**src/rtl/otp_ctrl_macro_arb.sv**
```systemverilog
// Shares the single OTP macro command port between NumReq requesters and routes each response back to its issuer.
// Define OTP_CTRL_ARB_FIXED_PRIO_EN for fixed lowest-index-wins priority instead of round-robin.
module otp_ctrl_macro_arb #(
    parameter int NumReq           = 4,
    parameter int MaxOutstanding   = 2,
    parameter int OtpCmdWidth      = 3,
    parameter int OtpErrWidth      = 3,
    parameter int OtpSizeWidth     = 2,
    parameter int OtpIfWidth       = 16,
    parameter int OtpAddrWidth     = 10,
    parameter int ScrmblBlockWidth = 64
) (
    input  logic                                     clk_i,
    input  logic                                     rst_ni,
    input  logic [3:0]                               escalate_en_i,
    input  logic [NumReq-1:0]                        req_i,
    input  logic [NumReq-1:0][OtpCmdWidth-1:0]       cmd_i,
    input  logic [NumReq-1:0][OtpSizeWidth-1:0]      size_i,
    input  logic [NumReq-1:0][OtpIfWidth-1:0]        wdata_i,
    input  logic [NumReq-1:0][OtpAddrWidth-1:0]      addr_i,
    output logic [NumReq-1:0]                        gnt_o,
    output logic [NumReq-1:0]                        rvalid_o,
    output logic [ScrmblBlockWidth-1:0]              rdata_o,
    output logic [OtpErrWidth-1:0]                   err_o,
    output logic                                     idle_o,
    output logic                                     fsm_err_o,
    output logic                                     otp_req_o,
    output logic [OtpCmdWidth-1:0]                   otp_cmd_o,
    output logic [OtpSizeWidth-1:0]                  otp_size_o,
    output logic [OtpIfWidth-1:0]                    otp_wdata_o,
    output logic [OtpAddrWidth-1:0]                  otp_addr_o,
    input  logic                                     otp_gnt_i,
    input  logic                                     otp_rvalid_i,
    input  logic [ScrmblBlockWidth-1:0]              otp_rdata_i,
    input  logic [OtpErrWidth-1:0]                   otp_err_i
);

    localparam logic [3:0]             LcTxOff = 4'b1010;
    localparam logic [OtpCmdWidth-1:0] CmdRead = '0;
    localparam int OwnW = $clog2(NumReq);
    localparam int PtrW = (MaxOutstanding > 1) ? $clog2(MaxOutstanding) : 1;
    localparam int CntW = $clog2(MaxOutstanding + 1);

    // Pairwise Hamming distance of at least 3 between the legal encodings.
    typedef enum logic [4:0] {
        IdleSt  = 5'b00111,
        ReqSt   = 5'b11100,
        ErrorSt = 5'b11011
    } state_e;

    state_e            r_state, w_state_d;
    logic [OwnW-1:0]   r_owner, w_winner;
    logic              w_found;
    logic [OwnW-1:0]   r_fifo [MaxOutstanding];
    logic [PtrW-1:0]   r_wr_ptr, r_rd_ptr;
    logic [CntW-1:0]   r_cnt, w_cnt_avail;
    logic              w_active, w_esc, w_push, w_pop, w_spurious, w_bad_gnt, w_any_elig;

    function automatic logic [PtrW-1:0] ptr_inc(input logic [PtrW-1:0] p);
        return (p == PtrW'(MaxOutstanding - 1)) ? '0 : p + PtrW'(1);
    endfunction

    assign w_active    = (r_state == IdleSt) || (r_state == ReqSt);
    assign w_esc       = (escalate_en_i != LcTxOff);
    assign w_push      = (r_state == ReqSt) && otp_gnt_i;
    assign w_pop       = w_active && otp_rvalid_i && (r_cnt != '0);
    assign w_spurious  = w_active && otp_rvalid_i && (r_cnt == '0);
    assign w_bad_gnt   = (r_state == IdleSt) && otp_gnt_i;
    // A response retiring this cycle frees its slot for the arbitration happening in the same cycle.
    assign w_cnt_avail = r_cnt - CntW'(w_pop);
    assign w_any_elig  = (|req_i) && (w_cnt_avail < CntW'(MaxOutstanding));

`ifdef OTP_CTRL_ARB_FIXED_PRIO_EN
    always_comb begin
        w_winner = '0;
        w_found  = 1'b0;
        for (int i = 0; i < NumReq; i++) begin
            if (!w_found && req_i[i]) begin
                w_winner = OwnW'(i);
                w_found  = 1'b1;
            end
        end
    end
`else
    logic [OwnW-1:0] r_rr_ptr;
    logic [OwnW-1:0] w_idx;

    always_comb begin
        w_winner = '0;
        w_found  = 1'b0;
        w_idx    = '0;
        for (int k = 0; k < NumReq; k++) begin
            w_idx = OwnW'((int'(r_rr_ptr) + k) % NumReq);
            if (!w_found && req_i[w_idx]) begin
                w_winner = w_idx;
                w_found  = 1'b1;
            end
        end
    end

    always_ff @(posedge clk_i or negedge rst_ni) begin
        if (!rst_ni) begin
            r_rr_ptr <= '0;
        end else if (w_push) begin
            r_rr_ptr <= (r_owner == OwnW'(NumReq - 1)) ? '0 : r_owner + OwnW'(1);
        end
    end
`endif

    always_ff @(posedge clk_i or negedge rst_ni) begin
        if (!rst_ni) begin
            r_state <= IdleSt;
        end else begin
            r_state <= w_state_d;
        end
    end

    always_comb begin
        w_state_d = r_state;
        case (r_state)
            IdleSt: begin
                if (w_esc || w_bad_gnt || w_spurious) w_state_d = ErrorSt;
                else if (w_any_elig)                  w_state_d = ReqSt;
            end
            ReqSt: begin
                if (w_esc || w_spurious) w_state_d = ErrorSt;
                else if (otp_gnt_i)      w_state_d = IdleSt;
            end
            ErrorSt: w_state_d = ErrorSt;
            default: w_state_d = ErrorSt;
        endcase
    end

    always_comb begin
        otp_req_o   = 1'b0;
        otp_cmd_o   = CmdRead;
        otp_size_o  = '0;
        otp_wdata_o = '0;
        otp_addr_o  = '0;
        gnt_o       = '0;
        rvalid_o    = '0;
        if (r_state == ReqSt) begin
            otp_req_o      = 1'b1;
            otp_cmd_o      = cmd_i[r_owner];
            otp_size_o     = size_i[r_owner];
            otp_wdata_o    = wdata_i[r_owner];
            otp_addr_o     = addr_i[r_owner];
            gnt_o[r_owner] = otp_gnt_i;
        end
        if (w_pop) begin
            rvalid_o[r_fifo[r_rd_ptr]] = 1'b1;
        end
    end

    assign rdata_o   = otp_rdata_i;
    assign err_o     = otp_err_i;
    assign fsm_err_o = !w_active;
    assign idle_o    = (r_state == IdleSt) && (r_cnt == '0);

    // Owner lock plus the issue-order FIFO that maps responses back to requesters.
    always_ff @(posedge clk_i or negedge rst_ni) begin
        if (!rst_ni) begin
            r_owner  <= '0;
            r_wr_ptr <= '0;
            r_rd_ptr <= '0;
            r_cnt    <= '0;
            for (int i = 0; i < MaxOutstanding; i++) begin
                r_fifo[i] <= '0;
            end
        end else begin
            if ((r_state == IdleSt) && w_any_elig) begin
                r_owner <= w_winner;
            end
            if (w_push) begin
                r_fifo[r_wr_ptr] <= r_owner;
                r_wr_ptr         <= ptr_inc(r_wr_ptr);
            end
            if (w_pop) begin
                r_rd_ptr <= ptr_inc(r_rd_ptr);
            end
            if (w_push && !w_pop) begin
                r_cnt <= r_cnt + CntW'(1);
            end else if (!w_push && w_pop) begin
                r_cnt <= r_cnt - CntW'(1);
            end
        end
    end

endmodule

```
**config.mk**
```make
export PLATFORM = sky130hd
export DESIGN_NAME = otp_ctrl_macro_arb
export DESIGN_NICKNAME = d
export VERILOG_FILES = /design/src/rtl/otp_ctrl_macro_arb.sv
export SDC_FILE = /design/constraint.sdc
export NUM_CORES = 1
export LEC_CHECK = 0
export BUFFER_PORTS_ARGS = -buffer_cell sky130_fd_sc_hd__buf_2
export CORE_AREA = 3 3 120 122
export DETAILED_ROUTE_END_ITERATION = 16
export DIE_AREA = 0 0 123 125
export HOLD_SLACK_MARGIN = 0.12
export PLACE_DENSITY = 0.52
export SLEW_MARGIN = 25
export SYNTH_ARGS = -nofsm -noshare
export SYNTH_HDL_FRONTEND = slang
export SYNTH_SLANG_ARGS = --single-unit
```
**constraint.sdc**
```tcl
create_clock -name clk_i -period 4 [get_ports clk_i]
set_input_delay 0.4 -clock clk_i [delete_from_list [all_inputs] [get_ports clk_i]]
set_output_delay 0.4 -clock clk_i [all_outputs]
set_load 0.01 [all_outputs]
```
==> results of run 1 <==
## logic make-up (layout without fill, tap and decap cells)
group	count (synthesis)	in the layout
adder cells (fa/ha/maj)	5	5
XOR/XNOR	6	6
flip-flops	15	15
AND/OR/NAND/NOR	64	64
multiplexers	39	39
buffers and inverters	88	190
AO/OA/AOI/OAI	17	17
## worst reg2reg max path: stages, from the launching register on
cell and delay, ns:
dfstp_2 0.53, nand3b_1 0.14, inv_2 0.43, nand2_2 0.17
inv_2 0.15, ha_1 0.18, xor2_1 0.15, nor2_1 0.07
xor2_1 0.14
## routing by layer
layer	up-vias	GRT usage	share of wire
met4	0	0.0313	0.025
met2	111	0.194	0.54
met1	1018	0.102	0.35
met5	-	0	0
met3	27	0.0176	0.085
li1	966	-	-
## area by class of cell
cell class | count | area (µm²) | share of cell area
Inverter | 7 | 26.3 | 0.00875
Clock buffer | 3 | 75.1 | 0.0250
Sequential cell | 15 | 383 | 0.127
Tap cell | 176 | 220 | 0.0733
Timing Repair Buffer | 179 | 903 | 0.301
Clock inverter | 1 | 5.00 | 0.00167
Multi-Input combinational cell | 131 | 1390 | 0.463
## metrics by stage
| step | hold slack (ns) | setup WS, ns | instance area, µm² | utilization |
|---|---|---|---|---|
| finish | 0.427 | 1.58 | 3000 | 0.226 |
| global route | 0.465 | 1.44 | 3000 | 0.226 |
| CTS | 0.423 | 1.52 | 3000 | 0.226 |
| detailed placement | 0.331 | 1.79 | 2910 | 0.219 |
| global placement | 0.323 | 1.51 | 2910 | 0.219 |
| floorplan | 0.104 | 2.26 | 2420 | - |
## worst paths after layout
path | end | cells after the start | slack [ns] | start
worst max register to register | r_cnt[1]$_DFFE_PN0P_ | 8 | 1.92 | r_state[2]$_DFFE_PN1P_
worst min register to register | r_wr_ptr$_DFFE_PN0N_ | 1 | 0.50 | r_wr_ptr$_DFFE_PN0N_
worst min-delay path | r_state[1]$_DFFE_PN1P_ | 2 | 0.43 | otp_gnt_i
min in group asynchronous | r_fifo[0]$_DFFE_PN0P_ | 2 | 0.60 | rst_ni
max in group asynchronous | r_state[1]$_DFFE_PN1P_ | 2 | 3.10 | rst_ni
worst max-delay path | otp_wdata_o[0] | 3 | 1.58 | r_owner[0]$_DFFE_PN0P_
## power groups by stage
stage | clock network (mW) | logic [mW] | registers [mW]
floorplan | 0 | 0.101 | 0.155
global placement | 0 | 0.102 | 0.155
detailed placement | 0 | 0.106 | 0.155
CTS | 0.204 | 0.107 | 0.152
global route | 0.206 | 0.116 | 0.152
finish | 0.199 | 0.105 | 0.152
## layout by cell type (no fill, tap or decap), types with 2 or more instances in the layout
cell / Yosys / routed
xor2_1: 2 / 2
dfrtp_1: 13 / 11
ha_1: 5 / 5
inv_1: 5 / 5
and2_1: 31 / 31
or4_1: 2 / 2
xnor2_1: 4 / 4
nand2b_1: 2 / 2
inv_2: 2 / 2
clkbuf_16: 0 / 3
nand2_1: 6 / 6
mux4_2: 31 / 31
buf_2: 7 / 177
and3_1: 4 / 4
mux2_1: 2 / 2
mux2i_1: 5 / 5
nor2_1: 11 / 11
a21oi_1: 5 / 5
dfstp_2: 2 / 2
## flip-flops by register name, indices dropped and copies added, names as in the netlist
name and count:
r_cnt 2, r_fifo 4, r_owner 2, r_rd_ptr 1
r_rr_ptr 2, r_state 3, r_wr_ptr 1
==> summary.md, run 1 <==
| Metric | Value |
|---|---|
| Fill cells | `1483` |
| Gr ovfl total | `0` |
| Synth Area per Inst | `10.3 µm²` |
| CTS resizes | `0` |
| Critical path buffers and inverters | `1` |
| Largest net degree at the start of global routing | `39` |
| Total Power | `456 µW` |
| Tightest Pin Transition | `0.845 ns` |
| Initial drt markers | `19` |
| Crit path kind | `flop to output port` |
| Fmax | `0.413 GHz` |
| Post-synthesis xor/xnor area fraction | `0.0218` |
| Synth Cell Area | `2420 µm²` |
| CP top delay family | `flip-flops` |
| Die width | `123 µm` |
| Critical Path RT | `3.60 ns` |
| Internal power | `360 µW` |
| Kind of end point of the critical path | `output port` |
| Overall Global Routing Usage | `0.0982` |
| TritonRoute pass-1 iters | `4` |
| Combinational power share | `0.231` |
| Antenna Violating Nets Remaining | `0` |
| Antenna cells | `0` |
| Die Ht | `125 µm` |
| Yosys cell types | `43` |
| Core area | `13300 µm²` |
| Vias per inst | `4.14` |
| Switching pwr | `96.0 µW` |
| Syn. warnings | `0` |
| Global-route wire length before repair | `12100 µm` |
| CP Cell Sequence | `mux4_2 > and2_1 > buf_2` |
| Ports | `312` |
| Layout Skew | `0.00294 ns` |
| RSZ-0062 raised after global routing | `no` |
| Synth Register Bits | `15` |
| Multiplexer share of the synthesized area | `0.324` |
| Routed wire per std cell | `15.6 µm` |
| Most frequent cell after synthesis | `buf_4` |
| Layout cells sized above 1 | `0.667` |
| Post-synth EDFFs | `0` |
| Sw Share | `0.211` |
| Cells after Synth | `234` |
| Simple-Gate Fraction of Synth Area | `0.154` |
| Synth Flop Type | `dfrtp_1` |
| Setup TNS Final | `0 ns` |
| CTS Hold Buffers Added | `1` |
| Setup Viol. Count Final | `0` |
| Total die area | `15400 µm²` |
| Port Buffers | `177` |
| Starting Density | `0.182` |
| Final Max Slew Viols | `0` |
| Critical path's largest stage delay | `0.83 ns` |
| Critical Path AT | `2.02 ns` |
| Clk_lat worst skew | `0.25 ns` |
| Register area share after synthesis | `0.156` |
| Area share of the largest cell type after synthesis | `0.289` |
| FFs w/ async S/R, synth | `1.00` |
| Setup bufs post-CTS | `0` |
| Synth Area in Adders | `0.0259` |
| Post-synthesis compound-gate area fraction | `0.0508` |
| CTS clk-pin slew, worst paths | `0.05 ns` |
| Maximum VDD drop | `0.000177 V` |
| Hold Path Class | `input port to flop` |
| Fin nets | `545` |
| H-tree lvl count | `1` |
| Peak fanout along the critical path | `34` |
| Initial antenna violation count | `0` |
| TritonCTS buffer count | `3` |
| Leakage | `1.61 nW` |
| Crit-path slowest cell | `dfrtp_4` |
| Syn nets | `442` |
| Startpoint types | `flop` |
| Largest family of logic cells by synthesized area | `multiplexers` |
| Cell taking the most area after synthesis | `mux4_2` |
| Placed cell count | `507` |
| Outcome | `finished clean` |
| Top post-synthesis cells by area | `mux4_2 (29%), buf_4 (21%), dfrtp_1 (13%)` |
| # Max-Cap Violations | `0` |
| PD cells | `152 nW/µm²` |
| Final Non-Filler Cells | `512` |
| Cell row count | `42` |
| Flop pwr share | `0.334` |
| Vias in the first global route | `2415` |
| Tcrit/Tclk final | `0.606` |
| Total Wirelength | `7990 µm` |
| Clock buffer depth | `2` |
| DR DRC count | `0` |
| Tmin final | `2.42 ns` |
| Most frequent cells after synthesis | `buf_4 (67), and2_1 (31), mux4_2 (31)` |
| Area Growth Syn to Fin | `24.3%` |
| CTS root buf | `clkbuf_16` |
| Via count | `2122` |
| Clock network fraction of total power | `0.436` |
| Gpl congestion | `0.829` |
| Max-slew headroom | `0.437` |
| TritonCTS clock tree | `done` |
| Hpwl dp | `6720 µm` |
| Final Hold Viols | `0` |
| CTS sink count | `15` |
Power figures use the tool's default switching activity.
==> inputs of run 2 (changes only) <==
CORE_AREA = 3 3 122 124   (was 3 3 120 122)
DIE_AREA = 0 0 125 127   (was 0 0 123 125)
PLACE_DENSITY = 0.53   (was 0.52)
clock period = 2.1 ns   (was 4 ns; I/O delays follow)
==> summary.md, run 2 (synthesis gave the netlist of run 1 again) <==
| Metric | Value |
|---|---|
| Outcome | `finished clean` |
| Global-route wire length before repair | `13100 µm` |
| R2r worst-path depth | `7` |
| Setup TNS Final | `0 ns` |
| CTS Hold Buffers Added | `1` |
| Clock network fraction of total power | `0.422` |
| Vias in the first global route | `2404` |
| Gpl congestion | `0.864` |
| Critical Path AT | `1.74 ns` |
| Largest register FFs | `4` |
| Layout Skew | `0.00116 ns` |
| Peak fanout along the critical path | `21` |
| TritonCTS clock tree | `done` |
| CTS clk-pin slew, worst paths | `0.05 ns` |
| Placed cell count | `515` |
| Commonest non-fill, non-tap cell in the layout | `buf_2` |
| Clk_lat worst skew | `0.24 ns` |
| Clock buffer depth | `2` |
| Combinational power share | `0.239` |
| Crit path kind | `flop to output port` |
| Setup Viol. Count Final | `0` |
| Total Wirelength | `8860 µm` |
| TritonRoute pass-1 iters | `4` |
| RSZ-0062 raised after global routing | `no` |
| Multi-input gate area | `1390 µm²` |
| Most frequent cells in the layout | `buf_2 (177), mux4_2 (31), and2_1 (31)` |
| CTS sink count | `15` |
| Maximum VDD drop | `0.000341 V` |
| PD cells | `278 nW/µm²` |
| Routed wire per std cell | `17.0 µm` |
| Die width | `125 µm` |
| Final Non-Filler Cells | `520` |
| Port Buffers | `177` |
| Final Hold Viols | `0` |
| TritonCTS buffer count | `3` |
| Fin nets | `549` |
| Starting Density | `0.174` |
| CTS root buf | `clkbuf_16` |
| Initial drt markers | `39` |
| Cell row count | `43` |
| Via count | `2160` |
| Antenna cells | `0` |
| Critical Path RT | `1.89 ns` |
| Tcrit/Tclk final | `0.931` |
| Reg2Reg Launch Point | `r_state[1]$_DFFE_PN1P_` |
| Internal power | `688 µW` |
| Total die area | `15900 µm²` |
| Kind of end point of the critical path | `output port` |
| Worst hold margin | `0.241 ns` |
| Crit path from | `r_owner[1]$_DFFE_PN0P_` |
| Max-slew headroom | `0.710` |
| CTS resizes | `0` |
| Ports | `312` |
| Leakage | `1.64 nW` |
| Fmax | `0.512 GHz` |
| Die Ht | `127 µm` |
| H-tree lvl count | `1` |
| Switching pwr | `168 µW` |
| Core area | `13900 µm²` |
| Top Registers | `r_fifo: 4 flops, r_state: 3 flops` |
| Area Growth Syn to Fin | `27.2%` |
| Vias per inst | `4.15` |
| Hpwl dp | `7830 µm` |
| Largest net degree at the start of global routing | `22` |
| Hold Crit Depth | `4` |
| Register area | `380 µm²` |
| Util after Layout | `0.221` |
| # Max-Cap Violations | `0` |
| Sw Share | `0.196` |
| Tmin final | `1.95 ns` |
| Flop pwr share | `0.339` |
| Fill cells | `1537` |
| DR DRC count | `0` |
| Layout cells sized above 1 | `0.668` |
| Hold path startpoint | `escalate_en_i[0]` |
| Gr ovfl total | `0` |
| Hold Path Class | `input port to flop` |
| Initial antenna violation count | `2` |
| Startpoint types | `flop` |
| Antenna Violating Nets Remaining | `0` |
| Setup bufs post-CTS | `0` |
| Overall Global Routing Usage | `0.103` |
| Largest Register | `r_fifo` |
| Tightest Pin Transition | `0.435 ns` |
| Final Max Slew Viols | `0` |
run 2: cell count changes in the layout (fill, tap and decap cells not counted):
| cell | delta |
|---|---|
| buf_4 | +1 |
| dfrtp_4 | -1 |
| clkinv_2 | -1 |
| buf_12 | +3 |
| dfrtp_2 | +1 |
| clkbuf_1 | +1 |
run 2: power groups by stage:
stage / combinational [mW] / clock, mW / sequential (mW)
floorplan: 0.192 / 0 / 0.295
global placement: 0.201 / 0 / 0.295
detailed placement: 0.207 / 0 / 0.295
CTS: 0.209 / 0.367 / 0.290
global route: 0.226 / 0.380 / 0.290
finish: 0.205 / 0.361 / 0.290
run 2: worst paths after layout:
path,to,slack (ns)
worst max-delay path,otp_addr_o[8],0.15
worst min-delay path,r_state[2]$_DFFE_PN1P_,0.24
worst max register to register,r_cnt[1]$_DFFE_PN0P_,0.43
worst min register to register,r_wr_ptr$_DFFE_PN0N_,0.52
max in group asynchronous,r_state[2]$_DFFE_PN1P_,1.40
min in group asynchronous,r_cnt[0]$_DFFE_PN0P_,0.40
run 2: worst max-delay path, cell delays in order (launching register included):
cell,delay (ns)
dfrtp_2,0.63
buf_12,0.23
mux4_2,0.30
and2_1,0.18
buf_2,0.14
run 2: through the flow:
| stage | setup WS [ns] | cell area, µm² | power [mW] |
|---|---|---|---|
| after floorplan | 0.552 | 2420 | 0.486 |
| after global placement | 0.403 | 2980 | 0.496 |
| after CTS | 0.123 | 3070 | 0.866 |
| after global routing | 0.0694 | 3070 | 0.896 |
| final | 0.145 | 3070 | 0.856 |
| after detailed placement | 0.380 | 2980 | 0.502 |
run 2: layer usage:
metal	vias up	part of all wire	global-route usage
li1	978	-	-
met3	26	0.090	0.0334
met5	-	0.0030	0
met1	1029	0.36	0.115
met2	123	0.53	0.195
met4	4	0.015	0.0204
run 2: area by class of cell:
type                            count  area share
Inverter                            7     0.00855
Tap cell                          180      0.0733
Multi-Input combinational cell    131       0.453
Timing Repair Buffer              183       0.316
Sequential cell                    15       0.124
Clock buffer                        4      0.0257
